==> config.mk <==
export PLATFORM = sky130hd
export DESIGN_NAME = multicycle_ctrl
export DESIGN_NICKNAME = d
export VERILOG_FILES = /design/src/rtl/multicycle_ctrl.sv
export SDC_FILE = /design/constraint.sdc
export NUM_CORES = 1
export LEC_CHECK = 0
export BUFFER_PORTS_ARGS = -buffer_cell sky130_fd_sc_hd__buf_4
export CAP_MARGIN = 5
export CORE_MARGIN = 4
export CORE_UTILIZATION = 39
export CTS_CLUSTER_DIAMETER = 80
export CTS_CLUSTER_SIZE = 20
export DETAILED_ROUTE_END_ITERATION = 7
export GPL_ROUTABILITY_DRIVEN = 0
export HOLD_SLACK_MARGIN = 0.08
export PLACE_DENSITY = 0.75
export SLEW_MARGIN = 30
export SYNTH_ARGS = -nofsm -noshare
export SYNTH_HDL_FRONTEND = slang
export SYNTH_SLANG_ARGS = --single-unit
==> constraint.sdc <==
create_clock -name Clk -period 1.4 [get_ports Clk]
set_input_delay 0 -clock Clk [delete_from_list [all_inputs] [get_ports Clk]]
set_output_delay 0 -clock Clk [all_outputs]
set_load 0.01 [all_outputs]
==> src/rtl/multicycle_ctrl.sv <==
// rtl/multicycle_ctrl.sv - RV32I multicycle control FSM (optional MC_ILLEGAL_TRAP_EN adds TRAP state and illegal port)
// State register only; every output is decoded combinationally from state and instruction fields.
module multicycle_ctrl (
  input  logic       Clk,
  input  logic       reset,
  input  logic [6:0] op,
  input  logic [2:0] funct3,
  input  logic       funct7b5,
  input  logic       zero,
  input  logic       mem_ready,
  output logic [1:0] immsrc,
  output logic [1:0] alusrca,
  output logic [1:0] alusrcb,
  output logic [1:0] resultsrc,
  output logic       adrsrc,
  output logic [2:0] alucontrol,
  output logic       irwrite,
  output logic       pcwrite,
  output logic       regwrite,
  output logic       memwrite
`ifdef MC_ILLEGAL_TRAP_EN
  ,
  output logic       illegal
`endif
);

  typedef enum logic [3:0] {
    FETCH, DECODE, MEMADR, MEMREAD, MEMWB, MEMWRITE,
    EXECUTER, EXECUTEI, ALUWB, BEQ, JAL
`ifdef MC_ILLEGAL_TRAP_EN
    , TRAP
`endif
  } state_t;

  state_t state;

  always_ff @(posedge Clk or negedge reset) begin
    if (!reset) begin
      state <= FETCH;
    end else begin
      case (state)
        FETCH:    if (mem_ready) state <= DECODE;
        DECODE: begin
          case (op)
            7'b0000011, 7'b0100011: state <= MEMADR;
            7'b0110011:             state <= EXECUTER;
            7'b0010011:             state <= EXECUTEI;
            7'b1100011:             state <= BEQ;
            7'b1101111:             state <= JAL;
`ifdef MC_ILLEGAL_TRAP_EN
            default:                state <= TRAP;
`else
            default:                state <= FETCH;
`endif
          endcase
        end
        MEMADR:   state <= op[5] ? MEMWRITE : MEMREAD;
        MEMREAD:  if (mem_ready) state <= MEMWB;
        MEMWB:    state <= FETCH;
        MEMWRITE: if (mem_ready) state <= FETCH;
        EXECUTER: state <= ALUWB;
        EXECUTEI: state <= ALUWB;
        ALUWB:    state <= FETCH;
        BEQ:      state <= FETCH;
        JAL:      state <= ALUWB;
`ifdef MC_ILLEGAL_TRAP_EN
        TRAP:     state <= TRAP;
`endif
        default:  state <= FETCH;
      endcase
    end
  end

  logic [1:0] aluop;
  logic       ir_raw, pc_raw, rw_raw, mw_raw;

  always_comb begin
    alusrca   = 2'b00;
    alusrcb   = 2'b00;
    resultsrc = 2'b00;
    adrsrc    = 1'b0;
    aluop     = 2'b00;
    ir_raw    = 1'b0;
    pc_raw    = 1'b0;
    rw_raw    = 1'b0;
    mw_raw    = 1'b0;
    case (state)
      FETCH: begin
        alusrcb   = 2'b10;
        resultsrc = 2'b10;
        ir_raw    = mem_ready;
        pc_raw    = mem_ready;
      end
      DECODE: begin
        alusrca = 2'b01;
        alusrcb = 2'b01;
      end
      MEMADR: begin
        alusrca = 2'b10;
        alusrcb = 2'b01;
      end
      MEMREAD:  adrsrc = 1'b1;
      MEMWB: begin
        resultsrc = 2'b01;
        rw_raw    = 1'b1;
      end
      MEMWRITE: begin
        adrsrc = 1'b1;
        mw_raw = 1'b1;
      end
      EXECUTER: begin
        alusrca = 2'b10;
        aluop   = 2'b10;
      end
      EXECUTEI: begin
        alusrca = 2'b10;
        alusrcb = 2'b01;
        aluop   = 2'b10;
      end
      ALUWB:    rw_raw = 1'b1;
      BEQ: begin
        alusrca = 2'b10;
        aluop   = 2'b01;
        pc_raw  = zero;
      end
      JAL: begin
        alusrca = 2'b01;
        alusrcb = 2'b10;
        pc_raw  = 1'b1;
      end
      default: ;
    endcase
  end

  // Strobes are gated by reset so nothing writes in the cycle reset falls.
  assign irwrite  = ir_raw & reset;
  assign pcwrite  = pc_raw & reset;
  assign regwrite = rw_raw & reset;
  assign memwrite = mw_raw & reset;
`ifdef MC_ILLEGAL_TRAP_EN
  assign illegal  = (state == TRAP) & reset;
`endif

  always_comb begin
    case (op)
      7'b0100011: immsrc = 2'b01;
      7'b1100011: immsrc = 2'b10;
      7'b1101111: immsrc = 2'b11;
      default:    immsrc = 2'b00;
    endcase
  end

  always_comb begin
    alucontrol = 3'b000;
    case (aluop)
      2'b01: alucontrol = 3'b001;
      2'b10: begin
        case (funct3)
          3'b000:  alucontrol = ({op[5], funct7b5} == 2'b11) ? 3'b001 : 3'b000;
          3'b010:  alucontrol = 3'b101;
          3'b110:  alucontrol = 3'b011;
          3'b111:  alucontrol = 3'b010;
          default: alucontrol = 3'b000;
        endcase
      end
      default: alucontrol = 3'b000;
    endcase
  end

endmodule

==> impl_table.tex, run 1 <==
\begin{tabular}{lr}
\hline
Metric & Value \\
\hline
\multicolumn{2}{l}{\textbf{Setup path}} \\
Kind of start point of the critical path & flip-flop \\
Kind of capture point of the worst setup path & primary output \\
RR Startpoint & state[0]\$\_DFFE\_PN0P\_ \\
Slowest CP cell & sky130\_fd\_sc\_hd\_\_dfrtp\_2 \\
Delay-heaviest family, CP & simple AND/OR/NAND/NOR gates \\
Logic depth of the worst register-to-register path & 4 \\
Required arrival time at the worst endpoint & 1400 ps \\
CP Buf/Inv Count & 1 \\
Crit. path cell count & 5 \\
Cell chain of the critical path & nor2b\_2 > and2\_4 > ha\_4 > nor4bb\_4 > buf\_4 \\
Worst stage delay on the critical path & 430 ps \\
Setup slack of the worst register-to-register path & 60 ps \\
Largest fanout of any net on the critical path & 5 \\
Arrival time at the worst endpoint & 1740 ps \\
Crit Path Category & reg2out \\
RR Endpoint & state[3]\$\_DFFE\_PN0P\_ \\
\multicolumn{2}{l}{\textbf{Die}} \\
Die extent in y & 47.4 um \\
Initial Util & 43.8\% \\
Die extent in x & 47.4 um \\
Die Footprint & 2250 um\^{}2 \\
Top-level port count & 31 \\
Total number of placement rows & 13 \\
Core outline area & 1380 um\^{}2 \\
\multicolumn{2}{l}{\textbf{Synth}} \\
Number of warnings reported in the yosys synthesis log & 0 \\
Mean instance size in the synthesized netlist & 7.76 um\^{}2 \\
Multiplexer share of the synthesized area & 3.51\% \\
Synth Area in Adders & 4.13\% \\
XOR/XNOR Fraction of Synth Area & 7.23\% \\
Count of mapped cells out of synthesis & 78 \\
Total of flip-flops plus latches after synthesis & 4 \\
Area fraction in and, or, nand and nor cells after synthesis & 40.1\% \\
Cell area after synthesis & 606 um\^{}2 \\
Compound-Gate Fraction of Synth Area & 19.2\% \\
Area contributors post-synth & sky130\_fd\_sc\_hd\_\_dfrtp\_1 17\%, sky130\_fd\_sc\_hd\_\_and3b\_1 5.8\%, sky130\_fd\_sc\_hd\_\_nor2b\_1 5.2\% \\
Cell type contributing the most total cell area after synthesis & sky130\_fd\_sc\_hd\_\_dfrtp\_1 \\
Net count after synthesis & 95 \\
Share of the synthesized area in the top cell type & 16.5\% \\
Largest family of logic cells by synthesized area & simple AND/OR/NAND/NOR gates \\
Register area share after synthesis & 16.5\% \\
Count of unique library cells instantiated by Yosys & 36 \\
\multicolumn{2}{l}{\textbf{Power}} \\
Psw & 0.000169 W \\
Static leakage & 0.563 nW \\
Share of total power in sequential cells & 24.4\% \\
Int Pwr & 0.000370 W \\
Net switching share of the total power & 31.4\% \\
Clk network pwr share & 26.9\% \\
Fraction of power consumed by combinational cells & 48.7\% \\
PwrDens & 505 nW/um\^{}2 \\
Maximum ir drop on the vdd rail & 0.487 mV \\
\multicolumn{2}{l}{\textbf{Layout}} \\
Number of diodes added for antenna fixing & 0 \\
Register area & 104 um\^{}2 \\
Largest register FFs & 4 \\
Largest reg by FF count & state \\
Top flop regs & state x4 \\
Share of post-route cells with drive strength above 1 & 52.4\% \\
Commonest non-fill, non-tap cell in the layout & sky130\_fd\_sc\_hd\_\_buf\_4 \\
Total of fill cells in the finished design & 106 \\
Area growth from synthesis to final layout & 76.2\% \\
Final Net Count & 143 \\
Total area of multi-input combinational cells & 518 um\^{}2 \\
Commonest cells after routing, fill and taps aside & 43 x sky130\_fd\_sc\_hd\_\_buf\_4, 7 x sky130\_fd\_sc\_hd\_\_inv\_1, 5 x sky130\_fd\_sc\_hd\_\_nor2\_1 \\
Post-route standard cell area excluding fillers & 1070 um\^{}2 \\
\multicolumn{2}{l}{\textbf{Routing}} \\
DRT iter0 DRCs & 12 \\
Number of routed nets with antenna violations & 0 \\
Routed via count divided by cell count & 5.47 \\
Total number of vias & 760 \\
Routed length per placed instance & 14.9 um \\
Post-route DRC & 0 \\
Count of TritonRoute iterations in the first routing pass & 5 \\
Routed wire length & 2.07 mm \\
\multicolumn{2}{l}{\textbf{Timing}} \\
Clock tree skew after final layout & 4.89 ps \\
Actual slew at the worst max-slew pin & 238 ps \\
Shortest clock period the worst path allows after layout & 1740 ps \\
Slew Limit Fails & 0 \\
Unrepaired setup endpoints after global routing & yes \\
Max Freq & 0.576 GHz \\
Worst Hold Slack & 85.8 ps \\
Final Hold Fails & 0 \\
Number of setup violations in the final report & 6 \\
Period Utilization, post-route & 124\% \\
Worst rel slew slack & 84.0\% \\
Worst Slack Setup Final & -335 ps \\
\multicolumn{2}{l}{\textbf{Job}} \\
Max-cap violations & 0 \\
\multicolumn{2}{l}{\textbf{Global route}} \\
Initial antenna violation count & 0 \\
Vias in the first global route & 736 \\
Total routing resource utilization after global routing & 20.0\% \\
Global-route wire length before repair & 3.09 mm \\
GR Overflow Total & 0 \\
Largest net degree at the start of global routing & 15 \\
\multicolumn{2}{l}{\textbf{CTS}} \\
Sink count of the clock tree & 4 \\
Maximum root-to-sink buffer count & 2 \\
CTS tree & built \\
CTS HTree Levels & 1 \\
Root Buffer Master & sky130\_fd\_sc\_hd\_\_clkbuf\_4 \\
Cts bufs inserted & 3 \\
Latest clock arrival within the worst-skew pair & 240 ps \\
Clk slew on worst S/H paths & 30 ps \\
\multicolumn{2}{l}{\textbf{Place}} \\
Detailed placer's ending HPWL & 1.61 mm \\
Instance area at placement & 975 um\^{}2 \\
Port-buffer cells & 30 \\
\multicolumn{2}{l}{\textbf{Hold path}} \\
WHS Path Cells & 3 \\
Classification of the worst-slack hold path & in2reg \\
End of the worst hold path & state[2]\$\_DFFE\_PN0P\_ \\
Critical hold path startpoint & op[4] \\
\multicolumn{2}{l}{\textbf{Run status}} \\
Status & finished, violations left \\
Violated checks & setup timing \\
\hline
\end{tabular}
## repair_timing
action,4_1_cts,5_1_grt
hold endpoints to repair,4,0
gates resized for setup,5,9
pin swaps,3,1
setup buffers,1,0
endpoints found under the setup margin,7,14
hold buffers,1,0
## worst register-to-register path, cell delays in order (launching register included)
cell                      delay (ps)
sky130_fd_sc_hd__dfrtp_2         430
sky130_fd_sc_hd__nor3b_4         170
sky130_fd_sc_hd__buf_4           140
sky130_fd_sc_hd__and2b_1         180
sky130_fd_sc_hd__a211o_1         310
## synthesized netlist by cell type, drive strengths merged
cell,n
a211o,2
a21oi,3
a221oi,1
a32o,1
a32oi,1
and2,2
and2b,1
and3,3
and3b,4
and4b,1
and4bb,1
buf,4
clkbuf,1
dfrtp,4
ha,2
inv,7
mux2,1
mux2i,1
nand2,3
nand2b,2
nand3b,2
nand4,2
nor2,5
nor2b,5
nor3,2
nor3b,1
nor4,1
nor4bb,1
o21a,1
o21ai,5
o2bb2ai,2
or3,1
xnor2,2
xor2,3
## worst max path at each step
stage	start	end	slack, ps
global route	state[2]$_DFFE_PN0P_	alucontrol[2]	-410
CTS	state[2]$_DFFE_PN0P_	alucontrol[2]	-310
floorplan	state[3]$_DFFE_PN0P_	alucontrol[0]	0.2
detailed placement	state[2]$_DFFE_PN0P_	alucontrol[2]	-80
finish	state[2]$_DFFE_PN0P_	alucontrol[2]	-340
global placement	state[0]$_DFFE_PN0P_	alucontrol[2]	-30
## power groups by stage
| stage | Clock [W] | Sequential [W] | Combinational, W |
|---|---|---|---|
| after floorplan | 0 | 0.000126 | 0.000113 |
| after global placement | 0 | 0.000130 | 0.000232 |
| after detailed placement | 0 | 0.000130 | 0.000237 |
| after CTS | 0.000148 | 0.000129 | 0.000250 |
| after global routing | 0.000160 | 0.000133 | 0.000284 |
| final | 0.000145 | 0.000132 | 0.000263 |
## cells by family after synthesis
kind of cell | Yosys count
simple gates | 37
compound gates | 16
buf+inv | 12
xor+xnor | 5
flops | 4
mux | 2
fa+ha+maj | 2
## stage by stage
step                      worst slack (ps)  util, %  power (W)  setup TNS (ps)  cells
after floorplan                      0.173        -   0.000239               0     78
after global placement               -34.2     70.5   0.000362           -75.2    134
after detailed placement             -82.0     70.5   0.000368            -181    134
after CTS                             -315     75.2   0.000527           -1170    139
after global routing                  -411     77.2   0.000577           -1720    139
final                                 -335     77.2   0.000539           -1150    139
## per-layer routing
metal  GRT usage, %  share of wire, %
met5              0                 0
met4           9.39               1.4
met3           3.83               7.0
met2           36.6                52
met1           21.5                39
## cell type report
type	instances	share of cell area, %
Clock buffer	3	2.11
Inverter	7	2.46
Multi-Input combinational cell	62	48.5
Sequential cell	4	9.73
Tap cell	15	1.76
Timing Repair Buffer	48	35.4
No activity file was read; power rests on OpenSTA's default activity.
==> inputs of run 2 (changes only) <==
- SKIP_LAST_GASP: default -> 1
==> run 2 against run 1 <==
The run still ends with setup timing left. Power fell by 0.83%. Critical path type unchanged. Final cell count is the same. Clock skew rose by 3.3 ps. Cell area decreased by 1.2%. Register-to-register slack about the same. Combinational power down 3%. Largest cell class unchanged. Largest power group unchanged.
==> impl_table.tex, run 2 (same netlist as run 1, synthesis figures left out) <==
\begin{tabular}{lr}
\hline
Metric & Value \\
\hline
\multicolumn{2}{l}{\textbf{Run status}} \\
Status & finished, violations left \\
Violated checks & setup timing \\
\multicolumn{2}{l}{\textbf{Setup path}} \\
Kind of start point of the critical path & flip-flop \\
Delay-heaviest family, CP & simple AND/OR/NAND/NOR gates \\
CP Buf/Inv Count & 1 (unchanged) \\
First element of the critical path & state[2]\$\_DFFE\_PN0P\_ \\
Required arrival time at the worst endpoint & 1400 ps (about the same) \\
Arrival time at the worst endpoint & 1750 ps (about the same) \\
Slowest CP cell & sky130\_fd\_sc\_hd\_\_dfrtp\_2 \\
Cell chain of the critical path & nor2b\_2 > and2\_4 > ha\_4 > nor2b\_1 > nor4bb\_4 > buf\_4 \\
Largest fanout of any net on the critical path & 5 (unchanged) \\
RR Startpoint & state[1]\$\_DFFE\_PN0P\_ \\
Crit Path Category & reg2out \\
Kind of capture point of the worst setup path & primary output \\
Worst stage delay on the critical path & 410 ps (-20 ps) \\
\multicolumn{2}{l}{\textbf{Die}} \\
Die extent in y & 47.4 um (unchanged) \\
Initial Util & 43.8\% (unchanged) \\
Core outline area & 1380 um\^{}2 (unchanged) \\
Top-level port count & 31 (unchanged) \\
Total number of placement rows & 13 (unchanged) \\
Die extent in x & 47.4 um (unchanged) \\
Die Footprint & 2250 um\^{}2 (unchanged) \\
\multicolumn{2}{l}{\textbf{Layout}} \\
Commonest non-fill, non-tap cell in the layout & sky130\_fd\_sc\_hd\_\_buf\_4 \\
Largest register FFs & 4 (unchanged) \\
Largest reg by FF count & state \\
Area growth from synthesis to final layout & 74.2\% \\
Commonest cells after routing, fill and taps aside & 45 x sky130\_fd\_sc\_hd\_\_buf\_4, 7 x sky130\_fd\_sc\_hd\_\_inv\_1, 5 x sky130\_fd\_sc\_hd\_\_nor2\_1, 4 x sky130\_fd\_sc\_hd\_\_and3b\_1, 4 x sky130\_fd\_sc\_hd\_\_o21ai\_0 \\
Top flop regs & state x4 \\
Share of post-route cells with drive strength above 1 & 52.4\% (unchanged) \\
Final Net Count & 143 (unchanged) \\
Number of diodes added for antenna fixing & 0 (unchanged) \\
Final std cells w/o fill & 139 (unchanged) \\
\multicolumn{2}{l}{\textbf{Routing}} \\
Routed via count divided by cell count & 5.48 (+0.26\%) \\
Post-route DRC & 0 (unchanged) \\
DRT iter0 DRCs & 9 (-3) \\
Total number of vias & 762 (+0.26\%) \\
Routed length per placed instance & 15.8 um (+6.1\%) \\
Count of TritonRoute iterations in the first routing pass & 4 (-1) \\
Number of routed nets with antenna violations & 0 (unchanged) \\
Routed wire length & 2.19 mm (+6.1\%) \\
\multicolumn{2}{l}{\textbf{CTS}} \\
Sink count of the clock tree & 4 (unchanged) \\
CTS HTree Levels & 1 (unchanged) \\
Maximum root-to-sink buffer count & 2 (unchanged) \\
Cts bufs inserted & 3 (unchanged) \\
Latest clock arrival within the worst-skew pair & 240 ps (about the same) \\
CTS tree & built \\
Root Buffer Master & sky130\_fd\_sc\_hd\_\_clkbuf\_4 \\
Clk slew on worst S/H paths & 30 ps (about the same) \\
\multicolumn{2}{l}{\textbf{Place}} \\
Worst slack at placement & -82.0 ps (unchanged) \\
Detailed placer's ending HPWL & 1.61 mm (unchanged) \\
Port-buffer cells & 30 (unchanged) \\
Cell count after placement & 134 (unchanged) \\
\multicolumn{2}{l}{\textbf{Timing}} \\
Slew Limit Fails & 0 (unchanged) \\
Actual slew at the worst max-slew pin & 237 ps (-0.698 ps) \\
Worst rel slew slack & 84.1\% (about the same) \\
Unrepaired setup endpoints after global routing & yes \\
Clock tree skew after final layout & 8.20 ps (+3.31 ps) \\
Worst Slack Setup Final & -350 ps (-14.4 ps) \\
Period Utilization, post-route & 125\% (+1.0 points) \\
Max Freq & 0.572 GHz (-0.83\%) \\
Shortest clock period the worst path allows after layout & 1750 ps (+14.4 ps) \\
Final Hold Fails & 0 (unchanged) \\
Number of setup violations in the final report & 8 (+2) \\
Worst Hold Slack & 87.8 ps (+1.92 ps) \\
Final total negative setup slack & -1330 ps (-175 ps) \\
\multicolumn{2}{l}{\textbf{Hold path}} \\
Critical hold path startpoint & op[4] \\
Classification of the worst-slack hold path & in2reg \\
\multicolumn{2}{l}{\textbf{Global route}} \\
Global-route wire length before repair & 3.09 mm (unchanged) \\
Total routing resource utilization after global routing & 20.0\% (unchanged) \\
GR Overflow Total & 0 (unchanged) \\
Largest net degree at the start of global routing & 15 (unchanged) \\
Initial antenna violation count & 0 (unchanged) \\
Vias in the first global route & 736 (unchanged) \\
\multicolumn{2}{l}{\textbf{Power}} \\
Static leakage & 0.557 nW (-1.1\%) \\
Post-layout power & 0.000535 W (-0.83\%) \\
PwrDens & 507 nW/um\^{}2 (+0.34\%) \\
Maximum ir drop on the vdd rail & 0.484 mV (-0.51\%) \\
\multicolumn{2}{l}{\textbf{Job}} \\
Max-cap violations & 0 (unchanged) \\
\hline
\end{tabular}
run 2: routing by layer:
layer	vias up	share of wire (%)	GRT usage, %	routed length, um
met1	357	38	21.5	834
li1	372	-	-	-
met4	0	1.3	9.39	28
met3	4	5.9	3.83	130
met5	-	0	0	0
met2	29	55	36.6	1200
run 2: path summary, 6_finish.rpt:
kind | slack (ps) | cells past startpoint | end
max in group asynchronous | 1120 | 2 | state[2]$_DFFE_PN0P_
min | 90 | 3 | state[2]$_DFFE_PN0P_
max reg2reg | 50 | 4 | state[0]$_DFFE_PN0P_
min in group asynchronous | 140 | 2 | state[1]$_DFFE_PN0P_
max | -350 | 6 | alucontrol[2]
min reg2reg | 730 | 2 | state[2]$_DFFE_PN0P_
run 2: per-stage QoR:
stage	utilization (%)	instance area (um^2)
final	76.3	1050
after global routing	76.3	1050
after CTS	75.2	1040
after detailed placement	70.5	975
after global placement	70.5	975
after floorplan	-	642
run 2: area by class of cell:
class | instances | area [um^2]
multi-input cells | 62 | 513
fillers | 107 | 328
clock buffers | 3 | 22.5
inverters | 7 | 26.3
flip-flops and latches | 4 | 104
well taps | 15 | 18.8
repair buffers | 48 | 370
run 2: worst reg2reg max path, cell delays in order (launching register included):
cell and delay, ps:
sky130_fd_sc_hd__dfrtp_2 440, sky130_fd_sc_hd__buf_4 170, sky130_fd_sc_hd__nor2b_1 150, sky130_fd_sc_hd__a211o_1 260, sky130_fd_sc_hd__a32o_1 200
run 2: power by group:
part           internal, W  switching (W)
logic             0.000145       0.000111
registers         0.000122     0.00000884
clock network    0.0000961      0.0000507
run 2: what timing repair did:
item / in CTS / in global routing
buffers inserted: 1 / 0
gates resized for setup: 5 / 6
endpoints found under the hold margin: 4 / 0
hold buffers: 1 / 0
pin swaps: 3 / 1
setup endpoints to repair: 7 / 14
